## src/rtl/sine_pkg.sv

```systemverilog
// Shared widths, command record and channel state encoding for the two-channel
// sine tone sequencer.
package sine_pkg;
    localparam int DEPTH_P = 11;
    localparam int WIDTH_P = 16;
    localparam int LEN_W   = 16;

    typedef struct packed {
        logic               chan;
        logic [DEPTH_P-1:0] step;
        logic [LEN_W-1:0]   len;
    } tone_cmd_t;

    typedef enum logic [1:0] {
        IDLE  = 2'd0,
        RUN   = 2'd1,
        DRAIN = 2'd2
    } chan_state_t;
endpackage

```

## src/rtl/sine_tone_sequencer_if.sv

```systemverilog
// Command valid/ready port and shared sine ROM port of the tone sequencer.
// The slave side is the sequencer, the master side is its environment.
interface sine_tone_sequencer_if;
    import sine_pkg::*;

    logic               cmd_valid;
    logic               cmd_ready;
    logic               cmd_chan;
    logic [DEPTH_P-1:0] cmd_step;
    logic [LEN_W-1:0]   cmd_len;
    logic               rom_en;
    logic [DEPTH_P-1:0] rom_addr;
    logic [WIDTH_P-1:0] rom_data;

    modport master (
        output cmd_valid, cmd_chan, cmd_step, cmd_len, rom_data,
        input  cmd_ready, rom_en, rom_addr
    );

    modport slave (
        input  cmd_valid, cmd_chan, cmd_step, cmd_len, rom_data,
        output cmd_ready, rom_en, rom_addr
    );
endinterface

```

## src/rtl/sine_cmd_fifo.sv

```systemverilog
// In-order command FIFO with an extra wrap bit on each pointer so full and
// empty are distinguishable; flush empties it at the next edge.
module sine_cmd_fifo
    import sine_pkg::*;
#(
    parameter int FIFO_DEPTH = 4
) (
    input  logic      clk,
    input  logic      rst_n,
    input  logic      i_flush,
    input  logic      i_push,
    input  tone_cmd_t i_din,
    input  logic      i_pop,
    output tone_cmd_t o_dout,
    output logic      o_full,
    output logic      o_empty
);
    localparam int AW = $clog2(FIFO_DEPTH);

    tone_cmd_t     r_mem [FIFO_DEPTH];
    logic [AW:0]   r_wptr, r_rptr;
    logic          w_wr, w_rd;

    assign o_empty = (r_wptr == r_rptr);
    assign o_full  = (r_wptr[AW] != r_rptr[AW]) && (r_wptr[AW-1:0] == r_rptr[AW-1:0]);
    assign o_dout  = r_mem[r_rptr[AW-1:0]];
    assign w_wr    = i_push && !o_full && !i_flush;
    assign w_rd    = i_pop && !o_empty && !i_flush;

    always_ff @(posedge clk or negedge rst_n) begin
        if (!rst_n) begin
            r_wptr <= '0;
            r_rptr <= '0;
        end else if (i_flush) begin
            r_wptr <= '0;
            r_rptr <= '0;
        end else begin
            if (w_wr) r_wptr <= r_wptr + 1'b1;
            if (w_rd) r_rptr <= r_rptr + 1'b1;
        end
    end

    always_ff @(posedge clk) begin
        if (w_wr) r_mem[r_wptr[AW-1:0]] <= i_din;
    end
endmodule

```

## src/rtl/sine_tone_sequencer.sv

```systemverilog
// Two-channel tone burst scheduler: in-order command FIFO, one phase
// accumulator FSM per channel, round-robin sharing of one synchronous ROM port.
module sine_tone_sequencer
    import sine_pkg::*;
#(
    parameter int FIFO_DEPTH = 4
) (
    input  logic                 clk,
    input  logic                 reset,
    input  logic                 abort,
    sine_tone_sequencer_if.slave bus,
    output logic [WIDTH_P-1:0]   sine_out0,
    output logic [WIDTH_P-1:0]   sine_out1,
    output logic                 sample_valid0,
    output logic                 sample_valid1,
    output logic                 busy0,
    output logic                 busy1,
    output logic                 done0,
    output logic                 done1
);
    tone_cmd_t                 w_cmd, w_head;
    logic                      w_full, w_empty, w_push, w_pop;
    logic                      r_alive;
    chan_state_t               r_state [2];
    logic [1:0][DEPTH_P-1:0]   r_phase, r_step;
    logic [1:0][LEN_W-1:0]     r_rem;
    logic [1:0]                w_req, w_gnt;
    logic [1:0]                r_done, r_vld, r_sv;
    logic [1:0][WIDTH_P-1:0]   r_sine;
    logic                      r_last;

    assign w_cmd         = '{chan: bus.cmd_chan, step: bus.cmd_step, len: bus.cmd_len};
    assign bus.cmd_ready = r_alive && !w_full && !abort;
    assign w_push        = bus.cmd_valid && bus.cmd_ready;
    // Strict in-order dispatch: the head waits for its own channel only.
    assign w_pop         = !w_empty && !abort && (r_state[w_head.chan] == IDLE);

    sine_cmd_fifo #(.FIFO_DEPTH(FIFO_DEPTH)) u_fifo (
        .clk     (clk),
        .rst_n   (reset),
        .i_flush (abort),
        .i_push  (w_push),
        .i_din   (w_cmd),
        .i_pop   (w_pop),
        .o_dout  (w_head),
        .o_full  (w_full),
        .o_empty (w_empty)
    );

    always_ff @(posedge clk or negedge reset) begin
        if (!reset) r_alive <= 1'b0;
        else        r_alive <= 1'b1;
    end

    // r_last names the channel granted most recently; a tie goes to the other.
    assign w_req[0]     = (r_state[0] == RUN);
    assign w_req[1]     = (r_state[1] == RUN);
    assign w_gnt[0]     = w_req[0] && (!w_req[1] || r_last);
    assign w_gnt[1]     = w_req[1] && (!w_req[0] || !r_last);
    assign bus.rom_en   = |w_gnt;
    assign bus.rom_addr = w_gnt[0] ? r_phase[0] : (w_gnt[1] ? r_phase[1] : '0);

    // DRAIN lasts exactly the cycle in which the last ROM word is in flight,
    // so done lines up with the final sample and the channel is IDLE again by then.
    always_ff @(posedge clk or negedge reset) begin
        if (!reset) begin
            for (int c = 0; c < 2; c++) r_state[c] <= IDLE;
            r_phase <= '0;
            r_step  <= '0;
            r_rem   <= '0;
            r_done  <= '0;
        end else begin
            for (int c = 0; c < 2; c++) begin
                r_done[c] <= 1'b0;
                if (abort) begin
                    r_state[c] <= IDLE;
                end else begin
                    case (r_state[c])
                        IDLE: if (w_pop && (w_head.chan == 1'(c))) begin
                            r_phase[c] <= '0;
                            r_step[c]  <= w_head.step;
                            r_rem[c]   <= w_head.len;
                            r_state[c] <= (w_head.len == '0) ? DRAIN : RUN;
                        end
                        RUN: if (w_gnt[c]) begin
                            r_phase[c] <= r_phase[c] + r_step[c];
                            r_rem[c]   <= r_rem[c] - LEN_W'(1);
                            if (r_rem[c] == LEN_W'(1)) r_state[c] <= DRAIN;
                        end
                        DRAIN: begin
                            r_state[c] <= IDLE;
                            r_done[c]  <= 1'b1;
                        end
                        default: r_state[c] <= IDLE;
                    endcase
                end
            end
        end
    end

    // Grant -> ROM data valid -> registered sample; abort kills both stages.
    always_ff @(posedge clk or negedge reset) begin
        if (!reset) begin
            r_vld  <= '0;
            r_sv   <= '0;
            r_sine <= '0;
            r_last <= 1'b1;
        end else begin
            r_vld <= abort ? 2'b00 : w_gnt;
            r_sv  <= abort ? 2'b00 : r_vld;
            if (|w_gnt) r_last <= w_gnt[1];
            for (int c = 0; c < 2; c++) begin
                if (r_vld[c] && !abort) r_sine[c] <= bus.rom_data;
            end
        end
    end

    assign sine_out0     = r_sine[0];
    assign sine_out1     = r_sine[1];
    assign sample_valid0 = r_sv[0];
    assign sample_valid1 = r_sv[1];
    assign done0         = r_done[0];
    assign done1         = r_done[1];
    assign busy0         = (r_state[0] != IDLE) || r_done[0];
    assign busy1         = (r_state[1] != IDLE) || r_done[1];
endmodule
```

## src/flat_wrapper.sv

```systemverilog
// flat-port wrapper written by rule: the top's interface ports become plain ports
module sine_tone_sequencer_flat import sine_pkg::*;
#(
    parameter int FIFO_DEPTH = 4
)
  (clk, reset, abort, sine_out0, sine_out1, sample_valid0, sample_valid1, busy0, busy1, done0, done1, bus_cmd_valid, bus_cmd_chan, bus_cmd_step, bus_cmd_len, bus_rom_data, bus_cmd_ready, bus_rom_en, bus_rom_addr);
  sine_tone_sequencer_if bus_i ();
  input  logic clk;
  input  logic reset;
  input  logic abort;
  output logic [WIDTH_P-1:0] sine_out0;
  output logic [WIDTH_P-1:0] sine_out1;
  output logic sample_valid0;
  output logic sample_valid1;
  output logic busy0;
  output logic busy1;
  output logic done0;
  output logic done1;
  input wire logic [$bits(bus_i.cmd_valid)-1:0] bus_cmd_valid;
  input wire logic [$bits(bus_i.cmd_chan)-1:0] bus_cmd_chan;
  input wire logic [$bits(bus_i.cmd_step)-1:0] bus_cmd_step;
  input wire logic [$bits(bus_i.cmd_len)-1:0] bus_cmd_len;
  input wire logic [$bits(bus_i.rom_data)-1:0] bus_rom_data;
  output wire logic [$bits(bus_i.cmd_ready)-1:0] bus_cmd_ready;
  output wire logic [$bits(bus_i.rom_en)-1:0] bus_rom_en;
  output wire logic [$bits(bus_i.rom_addr)-1:0] bus_rom_addr;
  assign bus_i.cmd_valid = bus_cmd_valid;
  assign bus_i.cmd_chan = bus_cmd_chan;
  assign bus_i.cmd_step = bus_cmd_step;
  assign bus_i.cmd_len = bus_cmd_len;
  assign bus_i.rom_data = bus_rom_data;
  assign bus_cmd_ready = bus_i.cmd_ready;
  assign bus_rom_en = bus_i.rom_en;
  assign bus_rom_addr = bus_i.rom_addr;
  sine_tone_sequencer #(.FIFO_DEPTH(FIFO_DEPTH)) u_core (.clk(clk), .reset(reset), .abort(abort), .bus(bus_i), .sine_out0(sine_out0), .sine_out1(sine_out1), .sample_valid0(sample_valid0), .sample_valid1(sample_valid1), .busy0(busy0), .busy1(busy1), .done0(done0), .done1(done1));
endmodule
```

## config.mk

```make
export PLATFORM = sky130hd
export DESIGN_NAME = sine_tone_sequencer_flat
export DESIGN_NICKNAME = d
export VERILOG_FILES = /design/src/rtl/sine_pkg.sv /design/src/rtl/sine_tone_sequencer_if.sv /design/src/rtl/sine_cmd_fifo.sv /design/src/rtl/sine_tone_sequencer.sv /design/src/flat_wrapper.sv
export SDC_FILE = /design/constraint.sdc
export NUM_CORES = 1
export LEC_CHECK = 0
export CAP_MARGIN = 10
export CORE_MARGIN = 3
export CORE_UTILIZATION = 58
export DETAILED_ROUTE_END_ITERATION = 12
export PLACE_DENSITY = 0.8
export REMOVE_ABC_BUFFERS = 1
export SYNTH_ARGS = -nofsm -noshare
export SYNTH_HDL_FRONTEND = slang
export SYNTH_SLANG_ARGS = --single-unit
export TNS_END_PERCENT = 1
```

## constraint.sdc

```tcl
create_clock -name clk -period 3.4 [get_ports clk]
set_input_delay 0.34 -clock clk [delete_from_list [all_inputs] [get_ports clk]]
set_output_delay 0.34 -clock clk [all_outputs]
set_load 0.005 [all_outputs]
```

==> results.py <==
metrics = {
    "status": {
        "run_status": "completed",
    },
    "detailed_routing": {
        "first_iter_violations": 410,
        "dr_total_vias": 7333,
        "wl_per_cell_um": 20.0,
        "antenna_left": 0,
        "dr.pass1.iters": 4,
        "drt-vias-per-instance": 6.24,
        "route.detailed.drc": 0,
        "postRouteWirelength_mm": 23.5,
    },
    "floorplan": {
        "horiz_die_dim_um": 144,
        "die_h_um": 144,
        "initial_core_util_pct": 60.1,
        "die_area_um2": 20600,
        "floorplan.rows": 49,
        "core_area_um2": 18300,
        "ioPinCount": 99,
    },
    "synthesis": {
        "most_used_dff_post_synth": "sky130_fd_sc_hd__dfrtp_1",
        "synth_edf_count": 112,
        "yosysSeqAreaShare_pct": 59.3,
        "syn_avg_cell_area_um2": 13.2,
        "synth_cells": 832,
        "synth_warnings": 0,
        "netlist.top_cell.by_area": "sky130_fd_sc_hd__edfxtp_1",
        "synth-async-reset-ratio_pct": 52.9,
        "synth_cell_types": 66,
        "synth_largest_type_area_fraction_pct": 30.6,
        "synth_top_cells_by_area": "sky130_fd_sc_hd__edfxtp_1 31%, sky130_fd_sc_hd__dfrtp_1 28%, sky130_fd_sc_hd__mux4_2 5.7%",
        "synth_area_um2": 11000,
        "number_of_register_bits_inferred_by_synthesis": 238,
    },
    "worst_setup_path": {
        "crit-reg2reg-launch": "u_core.u_fifo.r_rptr[0]$_DFFE_PN0P_",
        "worst_ep_arrival_time_ns": 2.60,
        "critPathCaptureType": "output pin",
        "reg2regPathDepth": 6,
        "worst-setup-path-type": "flip-flop to output pin",
        "rr_endpoint": "u_core.r_rem[12]$_DFFE_PN0P_",
        "crit_path_start_kind": "flip-flop",
        "slowest_delay_ns": 0.54,
        "worst-endpoint-required_ns": 3.06,
        "regToRegSetupSlack_ns": 0.57,
        "crit_fanout": 25,
        "crit_path_cells": "nor2b_2, buf_4, a21oi_1, buf_4, a22o_1, clkdlybuf4s50_1",
        "critPathSlowestCell": "sky130_fd_sc_hd__dfrtp_1",
        "crit_path_frequent_cell": "sky130_fd_sc_hd__buf_4",
    },
    "place": {
        "place.port_buffers": 98,
        "placedCellCount": 1134,
        "placedInstanceArea_um2": 12200,
        "gp_routability_congestion": 0.877,
        "dp_hpwl_mm": 16.1,
    },
    "pwr": {
        "irDropWorstVdd_mv": 0.875,
        "seq_power_share_pct": 40.1,
        "clock_power_share_pct": 24.4,
        "p_total_mw": 10.8,
        "net_switching_power_mw": 3.66,
        "internal_power_consumption_mw": 7.15,
        "power_leakage_nw": 4.91,
        "power_frac_comb_pct": 35.4,
        "netSwitchingFraction_pct": 33.8,
        "power_density_nw_per_um2": 829,
    },
    "timing": {
        "fin_worst_skew_ns": 0.0130,
        "fmaxAchievable_ghz": 0.340,
        "relative_slew_margins_pct": 44.0,
        "setup_repair_after_global_routing_missed_its_margin": "false",
        "final-hold-violation-count": 0,
        "timing_worst_slew_pin_value_ns": 0.840,
        "setup_violations": 0,
        "fin_crit_ns": 2.94,
        "layout_worst_path_cycle_share_pct": 86.6,
        "timing_max_transition_violations_final": 0,
    },
    "final_layout": {
        "mostFrequentLayoutCell": "sky130_fd_sc_hd__dfrtp_1",
        "final_core_util_pct": 71.4,
        "final_nets": 1011,
        "syn_to_final_growth_pct": 18.7,
        "finish.instance_area_um2": 13000,
        "drive_gt1_share_pct": 14.7,
        "fillerInstances": 1242,
        "instances_no_fill": 1176,
        "num_antenna_cells": 0,
        "layout_common_cells": "124 x sky130_fd_sc_hd__dfrtp_1, 112 x sky130_fd_sc_hd__edfxtp_1, 97 x sky130_fd_sc_hd__clkdlybuf4s50_1",
    },
    "cts": {
        "cts.reportedPaths.clkPinSlew_ns": 0.06,
        "root_buffer": "sky130_fd_sc_hd__clkbuf_16",
        "cts-resized-gates": 0,
        "cts.repair_timing.setup_buffer_count": 0,
        "clk_path_buf_depth": 3,
        "clk_latency_ns": 0.53,
        "numClockSinks": 238,
        "cts_tree": "yes",
        "h_tree_depth": 1,
        "number_of_buffers_inserted_during_clock_tree_synthesis": 24,
    },
    "global_route": {
        "globalRouteOverflowTotal": 0,
        "wire_length_of_the_first_global_routing_pass_mm": 37.9,
        "grtUsageTotal_pct": 23.1,
        "grt_max_degree": 67,
        "antenna_found_initial": 0,
        "vias_in_the_first_global_route": 7105,
    },
    "hold_path": {
        "hold_path_class": "primary input to async pin",
    },
    "job": {
        "timing.max_cap.violations": 0,
    },
}
-- flip-flops by register name, summed over array words and instances, names as in the netlist, 3 cells and up --
name                  flops
u_core.r_step            22
u_core.sine_out1         16
u_core.u_fifo.r_rptr      3
u_core.r_state            4
u_core.u_fifo.r_wptr      3
u_core.sine_out0         16
u_core.r_rem             32
u_core.r_phase           22
u_core.u_fifo.r_mem     112
-- through the flow --
step | TNS (ns) | setup slack (ns) | hold slack [ns]
after floorplan | -58.69 | -2.03 | 0.0444
after global placement | 0 | 0.578 | 0.301
after detailed placement | 0 | 0.509 | 0.299
after CTS | 0 | 0.395 | 0.302
after global routing | 0 | 0.222 | 0.337
final | 0 | 0.455 | 0.300
-- cell usage after synthesis, drive strengths merged (5+ instances only) --
master,instances
a22o,11
a211oi,6
nor4,11
nand4,7
and2,5
buf,17
nand2b,7
nand3b,5
a31oi,13
o22a,12
nor2b,9
o22ai,8
nor3,22
ha,29
clkbuf,30
xor2,9
o21ai,42
o31ai,15
nand3,18
dfrtp,125
mux2,57
xnor2,10
inv,19
nand2,47
nor2,49
mux4,28
edfxtp,112
or3,10
a21oi,40
-- power groups by stage --
stage	Sequential (mW)	Combinational, mW	Clock [mW]
3_3_place_gp	4.34	3.73	0
5_1_grt	4.44	4.25	2.81
6_report	4.34	3.83	2.64
3_5_place_dp	4.38	3.82	0
4_1_cts	4.33	3.84	2.70
2_1_floorplan	4.24	2.47	0
-- metal layers --
metal  vias up  GRT usage, %  share of wire, %
met2       320          36.8                47
met5         -             0                 0
met1      3577          33.5                43
li1       3390             -                 -
met3        46          3.66               7.5
met4         0          6.39               2.5
-- worst max path at each step --
| stage | end | start | depth (start not counted) | slack, ns |
|---|---|---|---|---|
| after global placement | u_core.u_fifo.r_wptr[2]$_DFFE_PN0P_ | abort | 7 | 0.58 |
| after detailed placement | u_core.u_fifo.r_wptr[2]$_DFFE_PN0P_ | abort | 7 | 0.51 |
| final | bus_rom_addr[10] | u_core.r_state[2]$_DFFE_PN0P_ | 6 | 0.46 |
| after CTS | bus_cmd_ready | u_core.u_fifo.r_rptr[0]$_DFFE_PN0P_ | 3 | 0.39 |
| after floorplan | u_core.r_phase[10]$_DFFE_PN0P_ | u_core.u_fifo.r_rptr[0]$_DFFE_PN0P_ | 5 | -2.03 |
| after global routing | bus_cmd_ready | u_core.u_fifo.r_rptr[0]$_DFFE_PN0P_ | 3 | 0.22 |
-- kinds of logic (layout without fill, tap and decap cells) --
kind of cell    after synthesis  count (layout)  share of synthesized area (%)
flops                       238             238                           59.3
xor+xnor                     19              19                           1.51
other cells                   1               1                         0.0341
compound gates              190             190                           11.7
simple gates                200             200                           9.27
fa+ha+maj                    31              31                           3.67
buf+inv                      66             181                           2.71
mux                          87              87                           11.8
-- layout make-up --
| cell class | count | area (um^2) | area share, % |
|---|---|---|---|
| clock buffers | 29 | 629 | 4.83 |
| clock inverters | 12 | 171 | 1.31 |
| inverters | 19 | 71.3 | 0.547 |
| multi-input cells | 528 | 4180 | 32.1 |
| flip-flops and latches | 238 | 6520 | 50.0 |
| well taps | 229 | 287 | 2.20 |
| repair buffers | 121 | 1180 | 9.04 |
-- critical path, delay by kind of cell (launching register included) --
kind | cells | cell delay, ns
compound gates | 2 | 0.35
simple gates | 1 | 0.22
flops | 1 | 0.54
buf+inv | 3 | 0.97
-- what timing repair did --
| item | in CTS | in global routing |
|---|---|---|
| setup endpoints to repair | 0 | 0 |
| hold buffers | 1 | 0 |
| endpoints found under the hold margin | 29 | 0 |
(Power assumes the default switching activity.)
